$ cat config.mk
export PLATFORM = sky130hd
export DESIGN_NAME = alu_operand_sequencer
export DESIGN_NICKNAME = d
export VERILOG_FILES = /design/src/rtl/alu_pkg.sv /design/src/rtl/alu_operand_sequencer.sv
export SDC_FILE = /design/constraint.sdc
export NUM_CORES = 1
export LEC_CHECK = 0
export ABC_AREA = 1
export CAP_MARGIN = 20
export CORE_MARGIN = 4
export CORE_UTILIZATION = 25
export DETAILED_ROUTE_END_ITERATION = 10
export HOLD_SLACK_MARGIN = 0.03
export SYNTH_ARGS = -nofsm -noshare
export SYNTH_HDL_FRONTEND = slang
export SYNTH_SLANG_ARGS = --single-unit
$ cat constraint.sdc
create_clock -name clk -period 1.18 [get_ports clk]
set_clock_uncertainty 0.05 [all_clocks]
set_input_delay 0.236 -clock clk [delete_from_list [all_inputs] [get_ports clk]]
set_output_delay 0.236 -clock clk [all_outputs]
set_load 0.1 [all_outputs]
$ cat src/rtl/alu_pkg.sv
// Shared types and constants for the ALU operand sequencer and the ALU flag packing.
package alu_pkg;

    typedef enum logic [2:0] {
        LOAD_A  = 3'd0,
        LOAD_B  = 3'd1,
        LOAD_OP = 3'd2,
        EXEC    = 3'd3,
        SHOW    = 3'd4
    } alu_seq_state_t;

    // Bit positions inside the packed {N,Z,C,V} flag word.
    localparam int FLAG_N = 3;
    localparam int FLAG_Z = 2;
    localparam int FLAG_C = 1;
    localparam int FLAG_V = 0;

endpackage

$ cat src/rtl/alu_operand_sequencer.sv
// Collects A, B and opcode from a shared bus, drives them to the ALU, and holds its result/flags.
// A load in SHOW chains the held result back in as operand A.
module alu_operand_sequencer
    import alu_pkg::*;
#(
    parameter int NUM_BITS = 4
) (
    input  logic                clk,
    input  logic                rst_n,
    input  logic [NUM_BITS-1:0] data_in,
    input  logic [3:0]          op_in,
    input  logic                load,
    input  logic                clear,
    output logic [NUM_BITS-1:0] alu_a,
    output logic [NUM_BITS-1:0] alu_b,
    output logic [3:0]          alu_s,
    input  logic [NUM_BITS-1:0] alu_r,
    input  logic [3:0]          alu_flags,
    output logic [NUM_BITS-1:0] result,
    output logic [3:0]          flags,
    output logic                result_valid,
    output logic [2:0]          phase
);

    alu_seq_state_t      state;
    logic [NUM_BITS-1:0] reg_a;
    logic [NUM_BITS-1:0] reg_b;
    logic [3:0]          reg_s;
    logic [3:0]          flags_in;

    assign flags_in = {alu_flags[FLAG_N], alu_flags[FLAG_Z], alu_flags[FLAG_C], alu_flags[FLAG_V]};

    always_ff @(posedge clk or negedge rst_n) begin
        if (!rst_n) begin
            state        <= LOAD_A;
            reg_a        <= '0;
            reg_b        <= '0;
            reg_s        <= '0;
            result       <= '0;
            flags        <= '0;
            result_valid <= 1'b0;
        end else if (clear) begin
            state        <= LOAD_A;
            reg_a        <= '0;
            reg_b        <= '0;
            reg_s        <= '0;
            result       <= '0;
            flags        <= '0;
            result_valid <= 1'b0;
        end else begin
            case (state)
                LOAD_A: begin
                    if (load) begin
                        reg_a <= data_in;
                        state <= LOAD_B;
                    end
                end
                LOAD_B: begin
                    if (load) begin
                        reg_b <= data_in;
                        state <= LOAD_OP;
                    end
                end
                LOAD_OP: begin
                    if (load) begin
                        reg_s <= op_in;
                        state <= EXEC;
                    end
                end
                EXEC: begin
                    result       <= alu_r;
                    flags        <= flags_in;
                    result_valid <= 1'b1;
                    state        <= SHOW;
                end
                SHOW: begin
                    // Chaining load: the held result becomes operand A, data_in is ignored.
                    if (load) begin
                        reg_a        <= result;
                        result_valid <= 1'b0;
                        state        <= LOAD_B;
                    end
                end
                default: state <= LOAD_A;
            endcase
        end
    end

    assign alu_a = reg_a;
    assign alu_b = reg_b;
    assign alu_s = reg_s;
    assign phase = state;

endmodule
==> impl_metrics.toml, run 1 <==
[outcome]
status = "finished, violations left"
violations = "setup timing"

[global_routing]
grt_pass1_wl_um = 5400
grt_use_total_pct = 12.7
grt_max_degree = 25
grt_pass1_vias = 1191
antenna_found_initial = 0
overflow = 0

[logic_synthesis]
synth-seq-cells = 24
synth_edf_count = 0
yosysTopAreaCell = "dfrtp_1"
syn-cell-area_um2 = 1130
synth_cell_types = 18
synth-main-ff-cell = "dfrtp_1"
avgSynthCellArea_um2 = 8.36
synthTopCellsByCount = "nand2_1 (36), dfrtp_1 (24), inv_1 (22), nand3_1 (20), o21ai_0 (10)"
yosysSeqAreaShare_pct = 53.2
yosys.area.top_type_share_pct = 53.2
syn_nets = 155
synth_cells = 135
async_flop_share_pct = 100
synth_area_leaders = "dfrtp_1 (53%), nand2_1 (12%), nand3_1 (8.9%)"
synth.most_common_cell = "nand2_1"
synth_warnings = 0

[run]
drv_cap = 0

[pwr]
power_density_nw_per_um2 = 970
ir_worst_vdd_v = 0.000391
p_leak_uw = 0.00105

[clock_network]
clockBufferDepth = 2
cts.sinks = 24
cts_buffers = 3
clock_latency_ps = 270
cts.hold.buffers_added = 0
htreeDepth = 1
cts_tree = "yes"
cts.reportedPaths.clkPinSlew_ps = 80
cts_root_buffer = "clkbuf_8"

[sta]
finalSetupViolCount = 27
holdWs_ps = 267
finalCriticalPeriod_ps = 1360
slew_headroom_pct = 79.3
fin_tns_setup_ps = -2540
fin_ws_ps = -179
finalHoldViolations = 0
tightest_slew_ps = 311
rsz0062_at_grt = "true"
fmax_mhz = 736
final-max-slew-violation-count = 0
layout_worst_path_cycle_share_pct = 115

[drt]
detail-route-antenna-nets = 0
viasPerCell = 4.41
routed_wl_um = 3390
wl_per_cell_um = 13.0
num_vias = 1146
firstDrtPassIters = 4
route.detailed.drc = 0
drt_iter0_markers = 36

[critical_path]
path_max_fanout = 4
crit_arrival_ps = 1070
cp.required_ps = 890
cp-start-kind = "flip-flop"
path_class = "reg2out"
crit_path_end_kind = "output port"
r2r_setup_slack_ps = -130
r2r-start = "phase[2]$_DFFE_PN0P_"
critPathLaunch = "phase[0]$_DFFE_PN0P_"

[placed_design]
gp_congestion = 0.727
dp_slack_ps = -313
io_buffers = 43
hpwl_um = 2290
dp_cells = 244

[finish]
drive_above_1_share_pct = 56.7
fin_cells = 260
multi_input_area_um2 = 603
n_antenna_cell = 0
fillers = 387
area_delta_synth_final_pct = 113
final_nets = 229
fin_util_pct = 55.3
seq_area_um2 = 638

[floorplanning]
initial_utilization_pct = 25.9
core_um2 = 4350
rows = 24
io_pins = 44
fp.dieW_um = 75.2
dieArea_um2 = 5650
die_h_um = 75.2

[hold_path]
hold_class = "in2async"
[worst paths after layout]
check                      cells past startpoint                    end
setup / recovery                               2               phase[0]
hold / removal                                 2  result[1]$_DFFE_PN0P_
setup reg to reg                               6   alu_s[2]$_DFFE_PN0P_
hold reg to reg                                2   flags[2]$_DFFE_PN0P_
max in group asynchronous                      2   phase[0]$_DFFE_PN0P_
min in group clk                               3   flags[1]$_DFFE_PN0P_
[logic make-up (layout without fill, tap and decap cells)]
| kind of cell | Yosys count | count (layout) | synth area share (%) |
|---|---|---|---|
| and+or+nand+nor | 72 | 74 | 30.9 |
| DFF | 24 | 24 | 53.2 |
| buffers and inverters | 26 | 97 | 9.98 |
| AOI/OAI and AO/OA | 13 | 13 | 5.88 |
[critical path, stage by stage (launching register included)]
cell and delay (ps):
dfrtp_4 520, buf_6 130, buf_12 150
[power by group]
| group | total [µW] | switching [µW] | internal (µW) |
|---|---|---|---|
| Clock | 721 | 267 | 454 |
| Sequential | 897 | 36.7 | 861 |
| Combinational | 716 | 423 | 293 |
| Total | 2330 | 727 | 1610 |
[flip-flops by register name (all words and copies together), names as in the netlist]
name / cells
alu_b: 4
result_valid: 1
flags: 4
alu_s: 4
alu_a: 4
phase: 3
result: 4
[placed cells by master (no fill, tap or decap), types with 7 or more instances in the layout]
cell,netlist,routed
buf_6,2,10
nand3_2,0,11
nor2_1,9,8
nand2_1,36,27
buf_4,0,14
nand3_1,20,9
inv_1,22,19
nand2_2,1,7
dfrtp_2,0,21
buf_12,0,26
clkdlybuf4s50_1,0,18
[per-layer routing]
metal  GRT usage, %  part of all wire (%)  wire length (µm)  up-vias
li1               -                     -                 -      572
met1           15.6                    39              1310      540
met3           3.87                   7.5               254        4
met2           21.3                    53              1780       30
met4           4.08                   1.2                42        0
met5              0                     0                 0        -
[final cells by class]
cell class	count	area share, %
clock inverter	1	1.25
tap	52	2.70
multi-input combinational	87	25.1
clock buffer	3	1.72
sequential	24	26.5
timing repair buffer	69	38.5
inverter	24	4.26
[metrics by stage]
step | total power (µW) | instance area [µm²]
final | 2330 | 2410
after global placement | 1530 | 2020
after CTS | 2300 | 2250
after detailed placement | 1530 | 2020
after global routing | 2430 | 2410
after floorplan | 1230 | 1170
[timing repair]
| item | in CTS | in global routing |
|---|---|---|
| pin swaps | 7 | 12 |
| gates cloned | 2 | 0 |
| setup buffers | 4 | 6 |
| resized for setup | 31 | 31 |
| endpoints found under the setup margin | 21 | 37 |
Note: power is estimated with default switching activity, not from simulation.
==> run 2, diff against run 1 <==
--- a/config.mk
+++ b/config.mk
@@ -12,4 +12,6 @@
 export DETAILED_ROUTE_END_ITERATION = 10
 export HOLD_SLACK_MARGIN = 0.03
+export REMOVE_ABC_BUFFERS = 1
+export SKIP_LAST_GASP = 1
 export SYNTH_ARGS = -nofsm -noshare
 export SYNTH_HDL_FRONTEND = slang
==> constraint.sdc (replaced) <==
create_clock -name clk -period 1.18 [get_ports clk]
set_clock_uncertainty 0.05 [all_clocks]
set_input_delay 0.118 -clock clk [delete_from_list [all_inputs] [get_ports clk]]
set_output_delay 0.118 -clock clk [all_outputs]
set_load 0.1 [all_outputs]
==> run 2 against run 1 <==
The flow still finishes with violations (setup timing). Fmax increased by 6.5%. Setup slack improved by 82 ps. Non-clock buffer count shrank 2. Clock power is 2% higher. Count of clock-buffer cells in the layout is the same. First-iteration DRC count up 67%. Hold slack lost 140 ps. Sequential power down 0.4%. Flip-flop and latch count is the same. Die area did not move. Critical endpoint is now phase[1]. Highest routed layer unchanged.
==> impl_metrics.toml, run 2 (same netlist as run 1, synthesis figures left out) <==
[outcome]
status = "finished, violations left"
violations = "setup timing"

[critical_path]
max_stage_delay_ps = 440
slowest_stage = "dfrtp_2"
path_class = "reg2out"
path_max_fanout = 3
cpMostUsedCell = "buf_6"
crit_arrival_ps = 1110
crit_path_end_kind = "output port"
cp.required_ps = 1010
crit_chain = "buf_6 -> buf_6 -> buf_12"
cp-start-kind = "flip-flop"

[hold_path]
hold_class = "in2async"

[sta]
final-max-slew-violation-count = 0
rsz0062_at_grt = "true"
slew_headroom_pct = 78.4
finalHoldViolations = 0
finalSetupViolCount = 15
tightest_slew_ps = 322
finalCriticalPeriod_ps = 1280
layout_worst_path_cycle_share_pct = 108
fin_ws_ps = -96.4
fmax_mhz = 783

[clock_network]
clock_latency_ps = 270
cts.reportedPaths.clkPinSlew_ps = 90
cts_root_buffer = "clkbuf_8"
cts_buffers = 3
clockBufferDepth = 2
htreeDepth = 1
cts.hold.buffers_added = 0
cts.sinks = 24
cts_tree = "yes"

[global_routing]
grt_pass1_vias = 1137
overflow = 0
antenna_found_initial = 0
grt_use_total_pct = 11.7
grt_max_degree = 25
grt_pass1_wl_um = 5090

[placed_design]
hpwl_um = 2270
io_buffers = 43
dp_slack_ps = -170
place_area_um2 = 1970
gp_congestion = 0.801
dp_cells = 243

[floorplanning]
die_h_um = 75.2
io_pins = 44
fp.dieW_um = 75.2
core_um2 = 4350
dieArea_um2 = 5650
rows = 24
initial_utilization_pct = 25.9

[finish]
fin_area_um2 = 2280
final_common_cell = "nand2_1"
n_antenna_cell = 0
final_nets = 227
drive_above_1_share_pct = 42.7
fillers = 381
area_delta_synth_final_pct = 102
fin_util_pct = 52.4
mostFrequentLayoutCells = "nand2_1 (29), buf_12 (25), dfrtp_1 (22), clkdlybuf4s50_1 (19), inv_1 (17)"
fin_cells = 258
multi_input_area_um2 = 546
seq_area_um2 = 603

[pwr]
power_density_nw_per_um2 = 1020
ir_worst_vdd_v = 0.000816
p_leak_uw = 0.00106

[drt]
routed_wl_um = 3400
num_vias = 1142
drt_iter0_markers = 60
viasPerCell = 4.43
detail-route-antenna-nets = 0
firstDrtPassIters = 4
wl_per_cell_um = 13.2
route.detailed.drc = 0

[run]
drv_cap = 0
[run 2: changes by cell type in the layout (fill, tap and decap cells not counted), sizes merged]
cell / previous run / this run
inv: 23 / 24
buf: 50 / 48
clkinv: 1 / 0
clkdlybuf4s50: 18 / 19
dlygate4sd2: 1 / 0
[run 2: through the flow]
step | power (µW) | hold WS (ps) | setup TNS, ps
finish | 2320 | 131 | -555
CTS | 2270 | 137 | -540
global placement | 1520 | 437 | -1570
global route | 2400 | 140 | -1890
detailed placement | 1520 | 441 | -1640
floorplan | 1210 | -228 | -12790
[run 2: layer usage]
layer,global-route usage (%),share of wire (%)
met1,14.2,38
met2,19.5,51
met3,5.47,10
met4,1.94,0.73
met5,0,0
[run 2: path summary, 6_finish.rpt]
check	startpoint	to	slack (ps)	cells past startpoint
hold / removal	rst_n	phase[0]$_DFFE_PN0P_	130	2
max in group asynchronous	rst_n	phase[1]$_DFFE_PN0P_	780	2
setup / recovery	phase[1]$_DFFE_PN0P_	phase[1]	-100	3
min in group clk	alu_flags[2]	flags[2]$_DFFE_PN0P_	320	3
setup reg to reg	phase[1]$_DFFE_PN0P_	alu_s[3]$_DFFE_PN0P_	-60	6
hold reg to reg	alu_a[1]$_DFFE_PN0P_	alu_a[1]$_DFFE_PN0P_	520	2
[run 2: what timing repair did]
item	in CTS	in global routing
resized for setup	5	45
buffers inserted	4	5
pin swaps	0	17
gates cloned	0	2
endpoints found under the setup margin	11	27
[run 2: layout make-up]
class	instances	area share (%)
clock buffers	3	1.81
well taps	52	2.85
clock inverters	1	1.32
inverters	24	4.28
flip-flops and latches	24	26.5
multi-input cells	87	23.9
repair buffers	67	39.4
[run 2: worst max-delay path, delay by kind of cell (launching register included)]
kind	cells	cell delay (ps)
flip-flops	1	440
buffers and inverters	3	390
[run 2: power breakdown]
group / internal (µW) / leakage (µW) / switching, µW / total [µW]
combinational: 282 / 0.000694 / 408 / 689
sequential: 853 / 0.000327 / 39.8 / 893
clock: 454 / 0.0000357 / 281 / 735
total: 1590 / 0.00106 / 728 / 2320
